File: src/rtl/fun_pkg.sv
// Shared constants for the arithmetic-unit cluster and the adder arbiter.
package fun_pkg;

  // Default adder width and number of units that share the adder
  localparam int SUM_W = 16;
  localparam int ARB_N = 3;

  // Arbiter ownership state
  typedef enum logic {
    IDLE  = 1'b0,
    OWNED = 1'b1
  } arb_state_t;

endpackage

File: src/rtl/rr_pick.sv
// Circular first-pending search: returns the first requester at or after
// 'start' whose request is set and which is not in the exclude mask.
module rr_pick #(
  parameter int N  = 3,
  parameter int IW = (N > 1) ? $clog2(N) : 1
) (
  input  logic [N-1:0]  req,
  input  logic [IW-1:0] start,
  input  logic [N-1:0]  excl,
  output logic [N-1:0]  onehot,
  output logic          found
);

  logic [IW-1:0] j;

  // Walk the ring once starting at 'start' and keep the first hit
  always_comb begin
    onehot = '0;
    found  = 1'b0;
    j      = '0;
    for (int k = 0; k < N; k++) begin
      j = IW'((int'(start) + k) % N);
      if (!found && req[j] && !excl[j]) begin
        onehot[j] = 1'b1;
        found     = 1'b1;
      end
    end
  end

endmodule

File: src/rtl/sum.sv
// Single combinational adder shared by the arithmetic units; carry is dropped.
module sum #(
  parameter int W = 16
) (
  input  logic [W-1:0] a,
  input  logic [W-1:0] b,
  output logic [W-1:0] s
);

  // Plain modular add, result truncated to W bits
  assign s = a + b;

endmodule

File: src/rtl/sum_arbiter.sv
// Round-robin owner of the shared 'sum' adder. A requester holds the adder
// for a burst while its req stays high; handover to the next pending
// requester happens on the release edge with no idle cycle. An optional
// hold limit forces rotation so one unit cannot starve the others.
module sum_arbiter
  import fun_pkg::*;
#(
  parameter int N        = ARB_N,
  parameter int W        = SUM_W,
  parameter int MAX_HOLD = 0
) (
  input  logic           clk,
  input  logic           rst,
  input  logic [N-1:0]   req,
  input  logic [N*W-1:0] a_i,
  input  logic [N*W-1:0] b_i,
  output logic [N-1:0]   gnt,
  output logic [W-1:0]   sum_o,
  output logic           busy,
  output logic [N-1:0]   wait_o
);

  localparam int IW        = (N > 1) ? $clog2(N) : 1;
  localparam int HW        = (MAX_HOLD > 1) ? $clog2(MAX_HOLD + 1) : 1;
  localparam int HOLD_LAST = (MAX_HOLD > 0) ? MAX_HOLD - 1 : 0;

  arb_state_t    state_q, state_d;
  logic [N-1:0]  gnt_q, gnt_d;
  logic [IW-1:0] ptr_q, ptr_d;
  logic [HW-1:0] hold_q, hold_d;
  logic [N-1:0]  wait_q;

  logic [IW-1:0] owner_idx;
  logic [IW-1:0] owner_next;
  logic [IW-1:0] pick_start;
  logic [N-1:0]  pick_oh;
  logic          pick_found;
  logic [IW-1:0] pick_next;
  logic          owner_req;
  logic          others_req;
  logic          preempt;

  logic [W-1:0]  a_sel, b_sel;

  // Decode the current owner index from the one-hot grant
  always_comb begin
    owner_idx = '0;
    for (int i = 0; i < N; i++) begin
      if (gnt_q[i]) owner_idx = IW'(i);
    end
  end

  assign owner_next = (owner_idx == IW'(N - 1)) ? '0 : owner_idx + IW'(1);

  // Idle grants search from ptr; handover/preempt searches after the owner.
  // In IDLE gnt_q is zero, so the exclude mask is harmless there.
  assign pick_start = (state_q == IDLE) ? ptr_q : owner_next;

  rr_pick #(
    .N  (N),
    .IW (IW)
  ) u_pick (
    .req    (req),
    .start  (pick_start),
    .excl   (gnt_q),
    .onehot (pick_oh),
    .found  (pick_found)
  );

  // Pointer value to store after granting the picked requester (wraps to 0)
  always_comb begin
    pick_next = '0;
    for (int i = 0; i < N; i++) begin
      if (pick_oh[i]) pick_next = (i == N - 1) ? '0 : IW'(i + 1);
    end
  end

  assign owner_req  = |(req & gnt_q);
  assign others_req = |(req & ~gnt_q);
  // '>=' rather than '==' so a saturated counter still yields to a
  // requester that arrives after the owner has exceeded the limit.
  assign preempt    = (MAX_HOLD > 0) && (hold_q >= HW'(HOLD_LAST)) && others_req;

  // Next-state: grant, release/handover, forced rotation, hold counting
  always_comb begin
    state_d = state_q;
    gnt_d   = gnt_q;
    ptr_d   = ptr_q;
    hold_d  = hold_q;
    case (state_q)
      IDLE: begin
        if (pick_found) begin
          gnt_d   = pick_oh;
          ptr_d   = pick_next;
          hold_d  = '0;
          state_d = OWNED;
        end
      end
      OWNED: begin
        if (!owner_req || preempt) begin
          if (pick_found) begin
            gnt_d  = pick_oh;
            ptr_d  = pick_next;
            hold_d = '0;
          end else begin
            gnt_d   = '0;
            hold_d  = '0;
            state_d = IDLE;
          end
        end else if ((MAX_HOLD > 0) && (hold_q < HW'(MAX_HOLD))) begin
          hold_d = hold_q + HW'(1);
        end
      end
    endcase
  end

  // Control registers; async reset drops any grant immediately
  always_ff @(posedge clk or posedge rst) begin
    if (rst) begin
      state_q <= IDLE;
      gnt_q   <= '0;
      ptr_q   <= '0;
      hold_q  <= '0;
      wait_q  <= '0;
    end else begin
      state_q <= state_d;
      gnt_q   <= gnt_d;
      ptr_q   <= ptr_d;
      hold_q  <= hold_d;
      wait_q  <= req & ~gnt_d;
    end
  end

  // AND-OR operand mux keyed by the one-hot grant; zero operands when idle
  always_comb begin
    a_sel = '0;
    b_sel = '0;
    for (int i = 0; i < N; i++) begin
      a_sel = a_sel | (a_i[i*W +: W] & {W{gnt_q[i]}});
      b_sel = b_sel | (b_i[i*W +: W] & {W{gnt_q[i]}});
    end
  end

  sum #(
    .W (W)
  ) u_sum (
    .a (a_sel),
    .b (b_sel),
    .s (sum_o)
  );

  assign gnt    = gnt_q;
  assign busy   = |gnt_q;
  assign wait_o = wait_q;

endmodule

File: config.mk
export PLATFORM = sky130hd
export DESIGN_NAME = sum_arbiter
export DESIGN_NICKNAME = d
export VERILOG_FILES = /design/src/rtl/fun_pkg.sv /design/src/rtl/rr_pick.sv /design/src/rtl/sum.sv /design/src/rtl/sum_arbiter.sv
export SDC_FILE = /design/constraint.sdc
export NUM_CORES = 1
export LEC_CHECK = 0
export BUFFER_PORTS_ARGS = -buffer_cell sky130_fd_sc_hd__buf_2
export CAP_MARGIN = 25
export CORE_MARGIN = 8
export CORE_UTILIZATION = 44
export CTS_CLUSTER_SIZE = 24
export DETAILED_ROUTE_END_ITERATION = 8
export HOLD_SLACK_MARGIN = 0.03
export PLACE_DENSITY_LB_ADDON = 0.15
export SLEW_MARGIN = 20
export SYNTH_ARGS = -nofsm -noshare
export SYNTH_HDL_FRONTEND = slang
export SYNTH_SLANG_ARGS = --single-unit
export TNS_END_PERCENT = 10
File: constraint.sdc
create_clock -name clk -period 3.25 [get_ports clk]
set_clock_uncertainty 0.05 [all_clocks]
set_input_delay 0.1625 -clock clk [delete_from_list [all_inputs] [get_ports clk]]
set_output_delay 0.1625 -clock clk [all_outputs]
set_load 0.01 [all_outputs]
### Word level (Yosys, flattened, before mapping)

Cells that the tools add are included.

| word-level totals | value |
|---|---|
| register bits after elaboration | 9 |
| bits of input ports | 101 |
| output and inout bits | 23 |
| logic and storage cells | 91 |

| operators by class | value |
|---|---|
| $add $sub $neg | 4 |
| divide/modulo/power cells | 3 |
| order comparisons | 6 |
| eq/ne operators | 2 |
| multiplexer cells | 41 |
| bitwise logic cells | 16 |
| reduce and logical (&&, ||, !) cells | 15 |

Operators by type and width:

| operator | number |
|---|---|
| 16-bit bitwise AND | 6 |
| 32-bit by 3-bit remainder unit with 32-bit output (second input constant) | 2 |
| 16-bit OR | 4 |
| 3-bit by 3-bit remainder unit with 32-bit output (second input constant) | 1 |
| 3-bit 2-to-1 mux | 6 |
| 16-bit adder | 1 |
| 1-bit 2-to-1 mux | 16 |
| 2-bit 2-to-1 mux | 7 |
| 1-bit binary-select mux with 2-bit select | 6 |
| 2-bit by 3-bit less-than comparator with 1-bit output (second input constant) | 3 |
| 1-bit logical AND | 8 |
| 3-bit bitwise AND | 2 |
| 1-bit demux with 2-bit select | 3 |
| 2-bit by 1-bit >= comparator with 1-bit output (second input constant) | 3 |
| 3-bit OR | 2 |
| 3-bit case mux with 2 select lines | 1 |
| 3-bit OR reduction | 2 |
| 1-bit logical NOT | 5 |
| 2-bit case mux with 2 select lines | 1 |
| 2-bit by 1-bit adder with 3-bit output (second input constant) | 1 |
| 2-bit by 2-bit adder with 3-bit output (second input constant) | 1 |
| 3-bit NOT | 1 |
| 2-bit by 1-bit adder with 2-bit output (second input constant) | 1 |
| 2-bit equality test (second input constant) | 1 |
| 3 further kinds | 3 |

### Depth between registers and ports, before layout

| depth | value |
|---|---|
| word-level depth | 25 |
| mapped depth | 14 |
| depth with buffers taken out | 12 |

### Modules after synthesis

From an unflattened synthesis, not the netlist that was laid out.

| unflattened totals | value |
|---|---|
| cell total of the unflattened synthesis | 274 |
| area total of the unflattened synthesis | 2,155.8 um2 |

By module, submodules not included:

| module | times used | cells an instance | area each (um2) |
|---|---|---|---|
| sum_arbiter | 1 | 119 | 943.4 |
| sum | 1 | 107 | 853.3 |
| rr_pick | 1 | 48 | 359.1 |

### Worst setup path before layout

No wires, ideal clock.

| timing | value |
|---|---|
| path kind | reg2out |
| start | register gnt_q[2] (netlist: gnt[2]) |
| end | output port sum_o[14] |
| arrival | 3,100 ps |
| required time | 3,037 ps |
| slack | -62 ps |
| stages on the path, launching flop included | 15 |
| cell sequence | dfrtp_1 > clkbuf_1 > buf_1 > a222oi_1 > inv_1 > ha_1 > inv_1 > fa_1 > nor2b_1 > o21ai_0 > a21oi_1 > o21ai_0 > a21oi_1 > nor2_1 > o311ai_0 |

| between the ends | value |
|---|---|
| word-level cells in the longest chain between the ends | 3 |
| elaborated cells on any way between the ends | 5 |
| those cells by class | add/sub: 1; bitwise: 4 |

RTL lines:

| what | RTL line | text |
|---|---|---|
| start, declared | sum_arbiter.sv:28 | `logic [N-1:0] gnt_q, gnt_d;` |
| start signal, assigned | sum_arbiter.sv:127 | `gnt_q <= gnt_d;` |
| 16-bit bitwise AND, on equally long branches | sum_arbiter.sv:139, sum_arbiter.sv:140 |  |
| 16-bit OR, on equally long branches | sum_arbiter.sv:139, sum_arbiter.sv:140 |  |
| 16-bit adder (*) | sum.sv:11 | `assign s = a + b;` |
| end, declared | sum_arbiter.sv:18 | `output logic [W-1:0] sum_o,` |

Mark *: on every way between the ends. The rest lies on a longest branch, timed or not.

### Worst setup path in the final report

| timing | value |
|---|---|
| start | register gnt_q[1] (netlist: gnt[1]) |
| end | output port sum_o[15] |

| between the ends | value |
|---|---|
| word-level cells in the longest chain between the ends | 4 |
| elaborated cells on any way between the ends | 7 |
| those cells by class | add/sub: 1; bitwise: 6 |

RTL lines:

| what | RTL line |
|---|---|
| 16-bit bitwise AND, on equally long branches | sum_arbiter.sv:139, sum_arbiter.sv:140 |
| 16-bit OR, on equally long branches (2 in a row) | sum_arbiter.sv:139, sum_arbiter.sv:140 |
| 16-bit adder (*) | sum.sv:11 |

Marked as above.

==> run_results.csv <==
group,metric,value,unit
outcome,status,"finished with violations",
outcome,violations,"setup timing",
floorplan,die_area,0.006978,mm²
pwr,ir_drop,625.7,µV
pwr,power_density,1119,mW/mm²
yosys,post_synth_num_cell_types,60,
floorplan,rows,24,
cells_and_area,final_layout_size_suffix_gt1_share,46.96,%
cells_and_area,antenna_cells_inserted,0,
cells_and_area,leading_cell_types_in_the_layout_fill_and_taps_excluded,"sky130_fd_sc_hd__buf_2, sky130_fd_sc_hd__inv_1, sky130_fd_sc_hd__a222oi_1, sky130_fd_sc_hd__buf_4, sky130_fd_sc_hd__nand2_1",
placed_design,placedCellCount,442,
cells_and_area,design_area,0.003033,mm²
route,dr.pass1.iters,5,
timing,fraction_of_the_cycle_the_final_worst_path_needs,101.8,%
pwr,static-leakage-power,1.681,nW
pwr,finalPower,0.003394,W
yosys,ys_top_cells_by_area,"sky130_fd_sc_hd__a222oi_1, sky130_fd_sc_hd__dfrtp_1, sky130_fd_sc_hd__ha_1",
timing,achievable-frequency,302.3,MHz
critical_path,worst_setup_path_start_kind,"flip-flop",
clock_network,clk_root_buffer_cell,"sky130_fd_sc_hd__clkbuf_8",
route,via_count,2690,
timing,unrepaired_setup_endpoints_after_global_routing,"true",
clock_network,clkLatencyLatePin,0.24,ns
route,detail-route-antenna-nets,0,
floorplan,die_width,83.54,µm
floorplan,fp.dieH,83.54,µm
global_routing,antenna_found_initial,0,
placed_design,port_buffers,123,
critical_path,crit_type,"reg -> out",
placed_design,dpl.hpwl,6128,µm
critical_path,arrival,3.10,ns
clock_network,clk_buf_depth,2,
yosys,synth_edf_count,0,
clock_network,clock-sinks,9,
floorplan,core_area,0.004384,mm²
critical_path,end_kind,"output port",
yosys,synth-xor-area-share,4.800,%
hold_path,min-delay-path-class,"in -> reg",
cells_and_area,most_common_cell_after_layout_fill_and_taps_aside,"sky130_fd_sc_hd__buf_2",
global_routing,grt_pass1_wl,11980,µm
clock_network,tritoncts.num_buffers,3,
placed_design,finalWeightedCongestion,0.9594,
yosys,async_reset_ff_share,100.0,%
floorplan,floorplan.initialDensity,45.78,%
clock_network,cts.reportedPaths.clkPinSlew,0.05,ns
global_routing,globalRoute.totalOverflow,0,
yosys,synth-adder-area-share,11.60,%
yosys,ys_seq_area_share,11.22,%
cells_and_area,fin_cells,463,
yosys,ys_seq_elements,9,
yosys,synthMuxAreaShare,0,%
timing,final_critical_path_setup_slack,-0.05803,ns
timing,time_the_worst_path_needs_with_i_o_delays_and_setup,3.308,ns
route,detail_route.iter0.violations,182,
yosys,synth_top_family_by_area,"compound AO/OA/AOI/OAI gates",
global_routing,grt_start_max_net_pins,20,
timing,timing.final.hold_violations,0,
timing,worst_slew_margin_rel,73.38,%
cells_and_area,layout.filler_cells,363,
clock_network,tritoncts,"built",
timing,setup-violations-final,2,
yosys,synth_top_flop_cell,"sky130_fd_sc_hd__dfrtp_1",
cells_and_area,fin_nets,531,
critical_path,critical_path_fanout_max,6,
timing,final-max-slew-violation-count,0,
floorplan,top_level_ports,124,
route,viasPerCell,5.810,
route,finalWirelength,7559,µm
clock_network,cts_max_level,1,
timing,max_slew.worst_pin.slew,0.3978,ns
placed_design,postPlaceCellArea,0.002726,mm²
yosys,area_fraction_in_and_or_nand_and_nor_cells_after_synthesis,22.19,%
timing,fin_tns_setup,-0.08150,ns
yosys,synth_area_in_compound_gates,38.65,%
yosys,yosysTopAreaCell,"sky130_fd_sc_hd__a222oi_1",
cells_and_area,flow.area_growth_from_synthesis,51.12,%
critical_path,crit_required,3.04,ns
yosys,synth_top_area_share,14.96,%
global_routing,grt_pass1_vias,2678,
flow_run,maxCapViolCount,0,
yosys,cell_count_after_synthesis,268,
yosys,synth_nets,387,
yosys,synth_area,0.002007,mm²
route,drcViolationCount,0,
yosys,post_synth.cell_area_avg,7.489,µm²
global_routing,grt.total_usage,19.66,%
route,wl_per_cell,16.33,µm
yosys,ys_warn_count,0,
[timing repair]
action / CTS / global route
gates resized for setup: 9 / 26
hold endpoints to repair: 9 / 0
hold buffers: 1 / 0
endpoints found under the setup margin: 5 / 7
buffers inserted: 2 / 14
pin swaps: 2 / 21
[cell type report]
type / count / area [µm²] / share of cell area [%]
Multi-Input combinational cell: 201 / 1668 / 54.99
Timing Repair Buffer: 155 / 869.6 / 28.67
Sequential cell: 9 / 227.7 / 7.508
Inverter: 42 / 157.7 / 5.198
Tap cell: 52 / 65.06 / 2.145
Clock buffer: 4 / 45.04 / 1.485
[power breakdown]
group | total [W] | leakage (nW) | switching (W) | internal, W
combinational | 0.00304 | 1.55 | 0.00163 | 0.00141
sequential | 0.000218 | 0.110 | 0.0000542 | 0.000164
clock | 0.000132 | 0.0228 | 0.0000460 | 0.0000856
[through the flow]
step           hold WS, ns  util, %  setup WS (ns)
3_3_place_gp       0.07448    62.19         0.1010
5_1_grt             0.1517    69.18        -0.2446
3_5_place_dp       0.08799    62.19        0.03494
6_report            0.1506    69.18       -0.05803
2_1_floorplan     -0.05958        -        0.06558
4_1_cts             0.1421    64.27       -0.04481
[per-layer routing]
layer	wire length (µm)	global-route usage, %	vias to the layer above	part of all wire, %
met4	116	5.338	0	1.5
met2	3827	35.36	116	51
li1	-	-	1318	-
met5	0	0	-	0
met3	569	4.492	9	7.5
met1	3047	22.52	1247	40
[worst max-delay path: stages (launching register included)]
cell and delay, ns:
sky130_fd_sc_hd__dfrtp_2 0.45, sky130_fd_sc_hd__buf_6 0.15, sky130_fd_sc_hd__buf_6 0.12, sky130_fd_sc_hd__a222oi_1 0.33, sky130_fd_sc_hd__inv_1 0.13, sky130_fd_sc_hd__ha_4 0.19, sky130_fd_sc_hd__a211o_1 0.31, sky130_fd_sc_hd__nor3_2 0.19
sky130_fd_sc_hd__o21ai_1 0.09, sky130_fd_sc_hd__nor2b_4 0.14, sky130_fd_sc_hd__a211o_1 0.31, sky130_fd_sc_hd__a21oi_2 0.13, sky130_fd_sc_hd__xor2_1 0.16, sky130_fd_sc_hd__buf_2 0.16
[sequential cells by signal (all words and copies together) (netlist names)]
signal	flops
gnt	3
ptr_q	2
state_q	1
wait_o	3
[cells in the mapped netlist, drive strengths merged (3+ instances only)]
cell and instances:
nand2 15, nand4 3, a211oi 3, nand2b 4, o21ai 13, o21a 4
a211o 3, or2b 4, inv 42, ha 17, clkbuf 8, a21oi 18
nand3b 5, nor2 13, dfrtp 9, or3 3, xnor2 7, xor2 4
a22oi 3, nor2b 4, nor4 3, nor3 6, a21o 8, buf 8
a222oi 30
[kinds of logic (layout without fill, tap and decap cells)]
kind of cell / after synthesis / in the layout
XOR/XNOR: 11 / 11
AND/OR/NAND/NOR: 72 / 72
AO/OA/AOI/OAI: 100 / 100
flip-flops: 9 / 9
adder cells (fa/ha/maj): 18 / 18
buffers and inverters: 58 / 201
[path summary, 6_finish.rpt]
| path | start | endpoint | slack (ns) | cells after the start |
|---|---|---|---|---|
| worst max-delay path | gnt[1] | sum_o[15] | -0.06 | 13 |
| worst min-delay path | req[2] | wait_o[2] | 0.15 | 3 |
| worst max register to register | gnt[2] | wait_o[2] | 0.21 | 11 |
| worst min register to register | ptr_q[1] | ptr_q[1] | 0.54 | 1 |
| max in group asynchronous | rst | gnt[2] | 2.52 | 3 |
| min in group asynchronous | rst | wait_o[1] | 0.37 | 3 |
(Power assumes the default switching activity.)
